--- src/rtl/forwarding_hazard_unit.sv ---
// Operand forwarding / hazard detection for an in-order pipeline: tracks the
// writers in flight downstream of issue and picks a forward source or interlocks.
module forwarding_hazard_unit #(
    parameter int unsigned REG_AW  = 4,
    parameter int unsigned NUM_SRC = 2,
    parameter int unsigned DEPTH   = 3,
    parameter int unsigned SW      = $clog2(DEPTH + 1)
) (
    input  logic                      clk,
    input  logic                      rst,
    input  logic                      id_valid,
    input  logic [NUM_SRC*REG_AW-1:0] id_src,
    input  logic [NUM_SRC-1:0]        id_src_used,
    input  logic [REG_AW-1:0]         id_dest,
    input  logic                      id_wb_en,
    input  logic                      id_mem_read,
    input  logic                      flush,
    input  logic                      forwarding_en,
    output logic [NUM_SRC*SW-1:0]     sel_src,
    output logic                      stall,
    output logic [15:0]               stall_cnt
);

    logic [DEPTH:1]    valid_q, valid_d;
    logic [DEPTH:1]    wb_q, wb_d;
    logic [DEPTH:1]    mr_q, mr_d;
    logic [REG_AW-1:0] dest_q [1:DEPTH];
    logic [REG_AW-1:0] dest_d [1:DEPTH];
    logic [15:0]       stall_cnt_q, stall_cnt_d;

    logic [DEPTH:1]    hit [NUM_SRC];
    logic              hazard;

    always_comb begin
        for (int unsigned i = 0; i < NUM_SRC; i++) begin
            for (int unsigned k = 1; k <= DEPTH; k++) begin
                hit[i][k] = id_src_used[i] && valid_q[k] && wb_q[k] &&
                            (dest_q[k] == id_src[i*REG_AW +: REG_AW]);
            end
        end
    end

    always_comb begin
        sel_src = '0;
        hazard  = 1'b0;
        for (int unsigned i = 0; i < NUM_SRC; i++) begin
            // Scan oldest to youngest so the youngest hit overwrites the select.
            for (int unsigned k = DEPTH; k >= 1; k--) begin
                if (hit[i][k]) begin
                    sel_src[i*SW +: SW] = SW'(k);
                end
            end
            if (forwarding_en) begin
                if (hit[i][1] && mr_q[1]) begin
                    hazard = 1'b1;
                end
            end else if (|hit[i]) begin
                hazard = 1'b1;
            end
        end
        if (!forwarding_en) begin
            sel_src = '0;
        end
    end

    assign stall     = id_valid && hazard;
    assign stall_cnt = stall_cnt_q;

    always_comb begin
        valid_d    = '0;
        wb_d       = '0;
        mr_d       = '0;
        valid_d[1] = id_valid && !stall && !flush;
        wb_d[1]    = id_wb_en;
        mr_d[1]    = id_mem_read;
        dest_d[1]  = id_dest;
        for (int unsigned k = 2; k <= DEPTH; k++) begin
            valid_d[k] = valid_q[k-1];
            wb_d[k]    = wb_q[k-1];
            mr_d[k]    = mr_q[k-1];
            dest_d[k]  = dest_q[k-1];
        end
        stall_cnt_d = stall_cnt_q;
        if (stall && (stall_cnt_q != '1)) begin
            stall_cnt_d = stall_cnt_q + 16'd1;
        end
    end

    always_ff @(posedge clk or posedge rst) begin
        if (rst) begin
            valid_q     <= '0;
            wb_q        <= '0;
            mr_q        <= '0;
            stall_cnt_q <= '0;
            for (int unsigned k = 1; k <= DEPTH; k++) begin
                dest_q[k] <= '0;
            end
        end else begin
            valid_q     <= valid_d;
            wb_q        <= wb_d;
            mr_q        <= mr_d;
            stall_cnt_q <= stall_cnt_d;
            for (int unsigned k = 1; k <= DEPTH; k++) begin
                dest_q[k] <= dest_d[k];
            end
        end
    end

endmodule

--- config.mk ---
export PLATFORM = sky130hd
export DESIGN_NAME = forwarding_hazard_unit
export DESIGN_NICKNAME = d
export VERILOG_FILES = /design/src/rtl/forwarding_hazard_unit.sv
export SDC_FILE = /design/constraint.sdc
export NUM_CORES = 1
export LEC_CHECK = 0
export ABC_AREA = 1
export ABC_CLOCK_PERIOD_IN_PS = 2200
export CORE_MARGIN = 2
export CORE_UTILIZATION = 51
export DETAILED_ROUTE_END_ITERATION = 12
export GPL_TIMING_DRIVEN = 0
export PLACE_DENSITY = 0.85
export SYNTH_ARGS = -nofsm -noshare
export SYNTH_HDL_FRONTEND = slang
export SYNTH_SLANG_ARGS = --single-unit
--- constraint.sdc ---
create_clock -name clk -period 2.2 [get_ports clk]
set_clock_uncertainty 0.1 [all_clocks]
set_input_delay 0.22 -clock clk [delete_from_list [all_inputs] [get_ports clk]]
set_output_delay 0.22 -clock clk [all_outputs]
set_load 0.02 [all_outputs]
# Word level (Yosys, flattened, before mapping)
# Index checks and enable logic that the tools add are counted.
op_classes:
  reduce_logical: 28
  n_addsub: 1
  n_eq_ne: 7
  muxes: 13
op_table:
  columns: ["operator", "count"]
  rows:
  - ["$eq 4x4->1", 6]
  - ["$logic_and 1x1->1", 24]
  - ["$add 16x1->16 const B", 1]
  - ["$ne 16x16->1 const B", 1]
  - ["$mux 2", 6]
  - ["$mux 1", 6]
  - ["$reduce_or 3->1", 2]
  - ["$mux 4", 1]
  - ["$logic_not 1->1", 2]
word_totals:
  out_inout_bits: 21
  wordCells: 56
  ff_bits: 35
  in_bits: 21

# Longest topological paths before layout
logic_depth:
  depth_word: 12
  mapped_depth: 13
  depth_no_buf: 12

# Worst setup path before layout
# OpenSTA, ideal clock, no wires.
synth_timing:
  path_kind: "register -> register"
  startpoint: "reg stall_cnt_q[0] (netlist: stall_cnt[0])"
  endpoint: "reg stall_cnt_q[3] (netlist: stall_cnt[3])"
  arrival_time_ns: 1.731
  n_path_buf: 1
  t_required_ns: 2.035
  synth_period_minus_slack_ns: 1.897
  setup_slack_ns: 0.303
  path_stages_with_launch: 11
  setup_time_ns: 0.065
  cell_sequence: "dfrtp_1 -> ha_1 -> nand3_2 -> nor3_4 -> nand4_2 -> inv_2 -> nand2_2 -> nand4_4 -> buf_2 -> nand2_1 -> nand2_1"
synth_via:
  elab_chain_len: 2
  elab_cells_between_ends: 3
  classes_between: "add/sub: 1; eq/ne: 1; reduce/logical: 1"
synth_rtl:
  columns: ["item", "line", "text"]
  rows:
  - ["start: declaration", "29", "logic [15:0] stall_cnt_q, stall_cnt_d;"]
  - ["start signal: assignment", "102", "stall_cnt_q <= stall_cnt_d;"]
  - ["parallel branches: the longest is 2 deep, another holds $add 16x1->16", null, null]
# Parallel ways; which one is timed is not known.
# A chain may end at the register's enable or synchronous reset.

# Worst setup path after layout
layout_timing:
  startpoint: "in id_src[7]"
  endpoint: "out stall"
layout_via:
  elab_chain_len: 6
  elab_cells_between_ends: 12
  classes_between: "eq/ne: 3; mux: 3; reduce/logical: 6"
layout_rtl:
  columns: ["item", "line", "text"]
  rows:
  - ["start: declaration", "12", "input logic [NUM_SRC*REG_AW-1:0] id_src,"]
  - ["$eq 4x4->1", "38", "(dest_q[k] == id_src[i*REG_AW +: REG_AW]);"]
  - ["$logic_and 1x1->1", "37", "hit[i][k] = id_src_used[i] && valid_q[k] && wb_q[k] &&"]
  - ["$reduce_or 3->1 or $logic_and 1x1->1 (tied branches)", "57, 54", null]
  - ["$mux 1, on equally long branches", "57, 54", null]
  - ["$mux 1 *", "53", "if (forwarding_en) begin"]
  - ["$logic_and 1x1->1 *", "66", "assign stall = id_valid && hazard;"]
  - ["end: declaration", "20", "output logic stall,"]
# Every way passes the cells marked *; elsewhere a longest branch is shown, timed or not.

==> impl_results.md <==
- Post-DR wirelength/cell: ~12 um
- TritonRoute pass-1 iters: 5
- Status: completed
- Syn avg cell area: 7.65 um2
- # fillers: around 340
- Ranking of synthesized cells by area: dfrtp_1 (43%), nand2_1 (19%), inv_1 (4.7%)
- Cell count after placement: 360
- Final hold vios: 0
- Vias per cell: a little under 5
- Post-place instance area: between 0.002 and 0.003 mm2
- Worst-path fanout max: 4
- Post-Syn Area: slightly above 0.002 mm2
- Worst Reg-to-Reg Cells: 10
- RSZ-0062 raised after global routing: no
- Area occupied by multi-input gates: around 0.0010 mm2
- Depth of the CTS H-tree: 2
- Number of global-route vias before repair: about 1700
- Clk buf depth: 2
- Post-Synthesis Net Count: around 290
- Crit path kind: in -> out
- Clock Latency Late Sink: slightly below 300 ps
- # Post-CTS Setup Buffers: 0
- Post-layout nets: around 340
- DRC: 0
- Port bufs: between 40 and 50
- CP Data Required Time: 1880 ps
- Cell taking the most area after synthesis: dfrtp_1
- Tcrit/Tclk final: around 94%
- Slew headroom: between 50% and 60%
- Routability cong.: between 0.8 and 0.9
- Register area: around 880 um2
- Root buf cell: clkbuf_8
- Number of synthesized flops with an enable pin: 0
- Mapped Cells: between 200 and 300
- MaxCap Viol Count: 0
- Worst r2r src: stall_cnt[0]
- Global-route wire length before repair: slightly above 7000 um
- Synth unique cells: 26
- Die Wd: 67.5 um
- Gr usage total: 21.0%
- Max VDD drop: 0.000352 V
- Final min period: 2060 ps
- FF-to-FF End: stall_cnt[0]
- Power Total: about 1.5 mW
- Core Region: between 0.003 and 0.004 mm2
- Layout cells sized above 1: between 10% and 20%
- CTS tree: built
- Setup crit start kind: primary input
- Ports: 42
- Post-DP HPWL: approximately 3300 um
- Layout Area Growth over Synthesis: 29.0%
- Antenna Nets Post-Route: 0
- Inserted Diodes: 0
- Worst min path class: in -> async
- FMAX: a little under 500 MHz
- Ys async rst share: 100%
- Starting Density: about 52%
- Synth top cells by count: nand2_1 (104), dfrtp_1 (35), inv_1 (26)
- Static Leakage: roughly 1.4 nW
- Clock Sinks: 35
- Reg clk slew, reported paths: ~70 ps
- Initial antenna violation count: 0
- Most numerous cell in the Yosys netlist: nand2_1
- Design Area, Final: around 0.0027 mm2
- Top cell type's share of synthesized area: between 40% and 50%
- Post-layout util: roughly 67%
- Post-synthesis sequential area ratio: a little over two fifths
- Syn. warnings: 0
- Fin cells: ~370
- Crit path capture type: output port
- Largest net degree at the start of global routing: 36
- Setup WS pre-CTS: -338 ps
- Total number of vias: around 1800
- Iteration-0 DRC Markers: 84
- #FFs+latches synth: 35
- Setup-failing EPs final: 0
- CP arrival: approximately 1700 ps
- Total grt overflow: 0
- Core Rows: 23
- Tightest Pin Transition: just over 700 ps
- Dominant synthesized flop cell: dfrtp_1
- Final worst slack: 138 ps
- Die area: 0.00456 mm2
- Flop2flop setup slack: between 200 and 250 ps
- CTS Buf Count: 5
- Final slew viol count: 0
- Detailed Route WL: approximately 4400 um
- Power per Cell Area: roughly 550 mW/mm2
- Die H: approximately 68 um
==> what timing repair did <==
item / CTS / global route
setup endpoints to repair: 5 / 2
resized for setup: 9 / 12
hold buffers: 0 / 0
==> cell usage in the layout, fill, tap and decap left out, types with 2 or more instances in the layout <==
cell type	instances
inv_1	25
dfrtp_1	35
inv_2	9
xor2_1	9
dlymetal6s2s_1	6
clkdlybuf4s50_1	29
buf_2	2
nor2_1	17
nor2_2	4
nand3_2	3
clkbuf_8	5
xnor2_1	10
nand2_2	14
a21oi_1	3
nor3_1	3
nand3_1	17
nand2_4	2
dlygate4sd2_1	4
nand2_1	103
a21oi_2	2
nand4_1	3
==> layer usage <==
layer  GRT usage [%]  wire (um)
met1            23.3       1890
met3            6.00        253
met5               0          0
met2            36.4       2160
met4            10.7        103
==> layout make-up <==
type | instances | share of cell area [%]
Clock buffer | 5 | 2.59
Clock inverter | 3 | 1.65
Buffer | 2 | 0.943
Sequential cell | 35 | 33.0
Multi-Input combinational cell | 198 | 39.2
Inverter | 34 | 4.81
Tap cell | 50 | 2.36
Timing Repair Buffer | 41 | 15.5
==> worst max-delay path by stage <==
stage	startpoint	to	slack (ps)	cells past startpoint
after floorplan	stall_cnt[0]	stall_cnt[3]	300	10
after global placement	id_src[0]	stall	-310	12
after detailed placement	id_src[4]	stall	-340	12
after CTS	id_src[7]	stall	9	10
after global routing	id_src[7]	stall	20	10
final	id_src[7]	stall	140	10
==> stage by stage <==
stage | setup TNS (ps) | hold WS [ps]
final | 0 | 266
after global routing | 0 | 256
after CTS | 0 | 261
after detailed placement | -994 | 285
after global placement | -898 | 278
after floorplan | 0 | 151
==> worst max-delay path: stages <==
cell and delay [ps]:
clkdlybuf4s50_1 550, nand2_1 90, a21oi_2 180, nand3_2 130
nand2_2 90, nand2_2 60, nand2_4 90, nand3_4 100
inv_1 60, buf_2 150
==> logic make-up (layout without fill, tap and decap cells) <==
| group | after synthesis | count (layout) | synth area share (%) |
|---|---|---|---|
| buffers and inverters | 36 | 85 | 7.42 |
| AO/OA/AOI/OAI | 5 | 5 | 1.40 |
| AND/OR/NAND/NOR | 173 | 173 | 39.9 |
| XOR/XNOR | 19 | 19 | 8.09 |
| adder cells (fa/ha/maj) | 1 | 1 | 0.608 |
| flip-flops | 35 | 35 | 42.6 |
==> report_power, final <==
group / switching (mW) / internal [mW]
registers: 0.0249 / 0.669
clock network: 0.248 / 0.337
logic: 0.100 / 0.0811
==> state kept, by name (all words and copies together), names as in the netlist <==
register / flops
stall_cnt: 16
wb_q: 3
mr_q: 1
valid_q: 3
dest_d: 8
dest_q: 4
No activity file was read; power rests on OpenSTA's default activity.
